File: src/rtl/mux4_arb_pkg.sv
// ---------------------------------------------------------------------------
// mux4_arb_pkg
// Shared types and helpers for the 4:1 mux round-robin arbiter.
//   state_e  : FSM encoding (ST_IDLE = 1'b0, ST_GRANT = 1'b1)
//   NREQ     : number of requesters
//   SELW     : mux select width
//   onehot2  : 2-bit index -> 4-bit one-hot grant vector
// ---------------------------------------------------------------------------
package mux4_arb_pkg;

  localparam int NREQ = 4;
  localparam int SELW = 2;

  typedef enum logic {
    ST_IDLE  = 1'b0,
    ST_GRANT = 1'b1
  } state_e;

  function automatic logic [NREQ-1:0] onehot2(input logic [SELW-1:0] sel);
    logic [NREQ-1:0] v;
    v      = '0;
    v[sel] = 1'b1;
    return v;
  endfunction

endpackage : mux4_arb_pkg

File: src/rtl/rr_pick4.sv
// ---------------------------------------------------------------------------
// rr_pick4
// Combinational requester picker.
//   req   [3:0] in  : request vector
//   ptr   [1:0] in  : last served index; the scan starts at ptr+1 (mod 4)
//   found       out : at least one request is set
//   idx   [1:0] out : chosen requester index (0 when nothing is found)
// Build option: MUX4_ARB_FIXED_PRIO_EN selects fixed priority (index 0
// highest) and ignores ptr; otherwise the scan is circular round-robin.
// ---------------------------------------------------------------------------
module rr_pick4
  import mux4_arb_pkg::*;
(
  input  logic [NREQ-1:0] req,
  input  logic [SELW-1:0] ptr,
  output logic            found,
  output logic [SELW-1:0] idx
);

`ifdef MUX4_ARB_FIXED_PRIO_EN
  // ptr is intentionally not consulted in the fixed-priority build.
  logic unused_ptr;
  assign unused_ptr = ^ptr;

  always_comb begin
    found = 1'b0;
    idx   = '0;
    for (int i = 0; i < NREQ; i++) begin
      if (!found && req[i]) begin
        found = 1'b1;
        idx   = SELW'(i);
      end
    end
  end
`else
  logic [SELW-1:0] cand;

  // NOTE: every variable written here gets a default first, so no path
  // leaves a value unassigned and no latch is inferred.
  always_comb begin
    found = 1'b0;
    idx   = '0;
    cand  = '0;
    for (int i = 1; i <= NREQ; i++) begin
      // Natural 2-bit wrap gives the circular (ptr+i) mod 4 scan order.
      cand = ptr + SELW'(i);
      if (!found && req[cand]) begin
        found = 1'b1;
        idx   = cand;
      end
    end
  end
`endif

endmodule : rr_pick4

File: src/rtl/mux4_rr_arbiter.sv
// ---------------------------------------------------------------------------
// mux4_rr_arbiter
// Round-robin arbitration and sequencing for a shared 4:1 one-bit mux.
// Grants one requester at a time, drives the mux selects, bounds every
// grant to MAX_HOLD cycles and registers the muxed bit with a valid flag.
//   clk          in  : rising-edge clock
//   rst_n        in  : asynchronous active-low reset
//   req   [3:0]  in  : request per requester (req[i] pairs with xi)
//   x0..x3       in  : requester data bits
//   gnt   [3:0]  out : registered one-hot grant, zero when idle
//   s1, s0       out : registered mux select (index of the granted requester)
//   busy         out : high while in the GRANT state
//   f            out : registered muxed data
//   f_valid      out : f carries a granted requester's data
// Build option: MUX4_ARB_FIXED_PRIO_EN (fixed priority, see rr_pick4).
// ---------------------------------------------------------------------------
module mux4_rr_arbiter
  import mux4_arb_pkg::*;
#(
  parameter int MAX_HOLD = 4
) (
  input  logic            clk,
  input  logic            rst_n,
  input  logic [NREQ-1:0] req,
  input  logic            x0,
  input  logic            x1,
  input  logic            x2,
  input  logic            x3,
  output logic [NREQ-1:0] gnt,
  output logic            s0,
  output logic            s1,
  output logic            busy,
  output logic            f,
  output logic            f_valid
);

  localparam int HCW = $clog2(MAX_HOLD + 1);

  state_e          state_q, state_d;
  logic [SELW-1:0] sel_q, sel_d;
  logic [SELW-1:0] last_q, last_d;
  logic [HCW-1:0]  hold_q, hold_d;
  logic [NREQ-1:0] gnt_q, gnt_d;
  logic            busy_q, busy_d;
  logic            f_q, f_d;
  logic            f_valid_q, f_valid_d;

  logic [NREQ-1:0] x_vec;
  logic [SELW-1:0] pick_ptr;
  logic            pick_found;
  logic [SELW-1:0] pick_idx;
  logic            release_grant;

  assign x_vec = {x3, x2, x1, x0};

  // IDLE searches after the last served requester; a release searches
  // after the one currently holding the grant.
  assign pick_ptr = (state_q == ST_GRANT) ? sel_q : last_q;

  rr_pick4 u_pick (
    .req   (req),
    .ptr   (pick_ptr),
    .found (pick_found),
    .idx   (pick_idx)
  );

  assign release_grant = !req[sel_q] || (hold_q == HCW'(MAX_HOLD));

  // State register. last resets to 3 so the very first search begins at 0.
  // NOTE: sequential state uses non-blocking assignments so every register
  // samples pre-edge values, independent of statement order.
  always_ff @(posedge clk or negedge rst_n) begin
    if (!rst_n) begin
      state_q   <= ST_IDLE;
      sel_q     <= '0;
      last_q    <= SELW'(NREQ - 1);
      hold_q    <= '0;
      gnt_q     <= '0;
      busy_q    <= 1'b0;
      f_q       <= 1'b0;
      f_valid_q <= 1'b0;
    end else begin
      state_q   <= state_d;
      sel_q     <= sel_d;
      last_q    <= last_d;
      hold_q    <= hold_d;
      gnt_q     <= gnt_d;
      busy_q    <= busy_d;
      f_q       <= f_d;
      f_valid_q <= f_valid_d;
    end
  end

  // Next-state logic: grant selection and hold counting.
  always_comb begin
    state_d = state_q;
    sel_d   = sel_q;
    last_d  = last_q;
    hold_d  = hold_q;
    gnt_d   = gnt_q;

    unique case (state_q)
      ST_IDLE: begin
        if (pick_found) begin
          state_d = ST_GRANT;
          sel_d   = pick_idx;
          gnt_d   = onehot2(pick_idx);
          hold_d  = HCW'(1);
        end else begin
          gnt_d   = '0;
        end
      end
      ST_GRANT: begin
        if (release_grant) begin
          last_d = sel_q;
          if (pick_found) begin
            // Back-to-back handover; may re-grant the same requester when
            // it is the only one still asking after hold expiry.
            sel_d  = pick_idx;
            gnt_d  = onehot2(pick_idx);
            hold_d = HCW'(1);
          end else begin
            // sel keeps its last value so the mux select stays stable.
            state_d = ST_IDLE;
            gnt_d   = '0;
            hold_d  = '0;
          end
        end else begin
          hold_d = hold_q + HCW'(1);
        end
      end
      default: state_d = ST_IDLE;
    endcase
  end

  // Output/datapath logic: one-cycle registered mux with a valid qualifier.
  always_comb begin
    busy_d    = (state_d == ST_GRANT);
    f_valid_d = (state_q == ST_GRANT) && req[sel_q];
    f_d       = f_valid_d ? x_vec[sel_q] : f_q;
  end

  assign gnt     = gnt_q;
  assign s0      = sel_q[0];
  assign s1      = sel_q[1];
  assign busy    = busy_q;
  assign f       = f_q;
  assign f_valid = f_valid_q;

endmodule : mux4_rr_arbiter

File: config.mk
export PLATFORM = sky130hd
export DESIGN_NAME = mux4_rr_arbiter
export DESIGN_NICKNAME = d
export VERILOG_FILES = /design/src/rtl/mux4_arb_pkg.sv /design/src/rtl/rr_pick4.sv /design/src/rtl/mux4_rr_arbiter.sv
export SDC_FILE = /design/constraint.sdc
export NUM_CORES = 1
export LEC_CHECK = 0
export CAP_MARGIN = 20
export CORE_AREA = 3 3 45 47
export DETAILED_ROUTE_END_ITERATION = 10
export DIE_AREA = 0 0 48 50
export GPL_TIMING_DRIVEN = 1
export MAX_ROUTING_LAYER = met4
export PLACE_DENSITY = 0.85
export SYNTH_ARGS = -nofsm -noshare
export SYNTH_HDL_FRONTEND = slang
export SYNTH_SLANG_ARGS = --single-unit
File: constraint.sdc
create_clock -name clk -period 2.18 [get_ports clk]
set_clock_uncertainty 0.15 [all_clocks]
set_input_delay 0.218 -clock clk [delete_from_list [all_inputs] [get_ports clk]]
set_output_delay 0.218 -clock clk [all_outputs]
set_load 0.05 [all_outputs]
==> flow_summary.ini <==
[outcome]
status = finished clean

[yosys]
synth_edf_count = 0
synth_nets = 79
yosysSeqAreaShare = 0.458
synthArstFlopShare = 1.00
netlist_instances = 67
ys_ff_latch = 14
ys.flop_type = dfrtp_1
syn_area_um2 = 771
synth.distinct_cells = 28
ys_warn_count = 0
synth_largest_area_cell = dfrtp_1
yosysTopAreaCellShare = 0.390
synth.area.top_cells = dfrtp_1 (39%), mux2_2 (8.8%), dfstp_2 (6.8%), o21ai_0 (4.5%), a32o_1 (3.9%)
syn_avg_cell_area_um2 = 11.5

[global_routing]
grt_pass1_vias = 639
grt_max_degree = 15
grt_usage = 0.158
grt_antenna_before_repair = 0
grt_pass1_wl_um = 2750
grt-ovfl-total = 0

[timing]
fin_crit_ps = 1990
fin_setup_tns_ps = 0
relSlewSlack = 0.574
setup_violations = 0
finalHoldViolCount = 0
hold_ws_ps = 183
rsz0062_at_grt = false
finalCritPeriodShare = 0.912
max_freq_mhz = 503
drv_slew = 0
tightestPinTransition_ps = 636

[drt]
drt_pass1_iterations = 4
wl_um = 1690
drc = 0
detail_route.iter0.violations = 17
routed-via-count = 636
wl_per_cell_um = 15.2
detail-route-antenna-nets = 0
vias_per_cell = 5.73

[cts]
htree_num_levels = 1
cts_resized = 0
post_cts_buffers = 0
clockBufferDepth = 2
cts_tree = yes
cts_buffers = 3
cts_hold_buf = 0
worstSkewPairLatency_ps = 270
cts-root-buf = clkbuf_4
clk_pin_slew_ps = 90
cts_sinks = 14

[place]
place.port_buffers = 18
gp_congestion = 0.812
hpwl_um = 1290

[floorplan]
dieArea_mm2 = 0.00240
start_util = 0.456
core-area_mm2 = 0.00169
io_pins = 19
chipWidth_um = 48
fp.dieH_um = 50
row_count = 15

[pwr]
leakage_uw = 0.000437
p_per_area_mw_per_mm2 = 1450
ir_drop_mv = 0.634

[setup_path]
crit_path_cell_trace = clkdlybuf4s50_1
end_kind = output port
critPathBufInv = 1
path_class = reg -> out
cp_max_fo = 7
critPathLaunchType = flop
cp_slowest_stage_delay_ps = 860
required_ps = 1810
crit_family = buffers and inverters
crit_path_top_delay_cell = clkdlybuf4s50_1
worstPathArrival_ps = 1620

[final_layout]
final_common_cell = clkdlybuf4s50_1
n_fill_cell = 140
diodes = 0
nets = 107
drive_above_1_share = 0.266
final_cell_mix = clkdlybuf4s50_1 (18), dfrtp_1 (11), o21ai_0 (7), buf_4 (7), mux2_2 (6)
area_growth_syn_to_layout_pct = 33.6

[run]
maxCapViolations = 0

[hold_path]
hold_path_class = in -> async
[state kept, by name (all words and copies together), names as in the netlist]
register / flops
f_valid: 1
last_q: 2
hold_q: 3
sel_q: 2
busy: 1
gnt: 4
f: 1
[power by group]
part / internal, uW / leakage, uW / total, uW / switching (uW)
sequential: 388 / 0.000166 / 489 / 100
combinational: 377 / 0.000256 / 851 / 474
clock: 70.8 / 0.0000150 / 152 / 81.6
total: 836 / 0.000437 / 1490 / 656
[cells in the mapped netlist, types with 2 or more instances]
cell,number
ha_1,2
o21ai_0,7
dfstp_2,2
dfrtp_1,12
nor2_1,3
buf_6,2
mux2_2,6
inv_1,4
a21oi_1,2
a32o_1,3
nand3_1,2
nand2_1,5
o31ai_1,2
[metrics by stage]
| step | area (um2) | power [uW] | util | instances | setup slack, ps |
|---|---|---|---|---|---|
| 5_1_grt | 1030 | 1590 | 0.610 | 111 | 112 |
| 4_1_cts | 1030 | 1500 | 0.610 | 111 | 184 |
| 2_1_floorplan | 772 | 1100 | - | 67 | 99.6 |
| 6_report | 1030 | 1490 | 0.610 | 111 | 191 |
| 3_3_place_gp | 1000 | 1310 | 0.594 | 107 | 94.9 |
| 3_5_place_dp | 1000 | 1350 | 0.594 | 107 | 63.9 |
[kinds of logic (layout without fill, tap and decap cells)]
kind of cell,count (synthesis),count (layout),share of synthesized area
AOI/OAI and AO/OA,17,17,0.154
muxes,9,9,0.164
and+or+nand+nor,19,19,0.143
DFF,14,14,0.458
adders and majority gates,2,2,0.0325
buffers and inverters,6,33,0.0487
[final timing paths]
| check | endpoint | from | slack [ps] | depth (start not counted) |
|---|---|---|---|---|
| max in group asynchronous | sel_q[1] | rst_n | 1250 | 1 |
| setup / recovery | s0 | sel_q[0] | 190 | 1 |
| hold / removal | gnt[2] | rst_n | 180 | 1 |
| hold reg to reg | gnt[2] | gnt[2] | 330 | 2 |
| setup reg to reg | sel_q[0] | sel_q[1] | 220 | 4 |
| min in group clk | gnt[2] | gnt[2] | 330 | 2 |
[layer usage]
metal | part of all wire | up-vias | global-route usage | wire length, um
li1 | - | 307 | - | -
met2 | 0.52 | 12 | 0.251 | 885
met1 | 0.44 | 315 | 0.206 | 748
met4 | 0.0089 | 0 | 0.0538 | 15
met3 | 0.023 | 2 | 0.0109 | 38
met5 | 0 | - | - | 0
[area by class of cell]
type                            count  area (um2)  area share
Multi-Input combinational cell     47         380       0.369
Sequential cell                    14         354       0.344
Timing Repair Buffer               25         233       0.226
Clock buffer                        4        26.3      0.0255
Tap cell                           17        21.3      0.0207
Inverter                            4        15.0      0.0146
(Power assumes the default switching activity.)
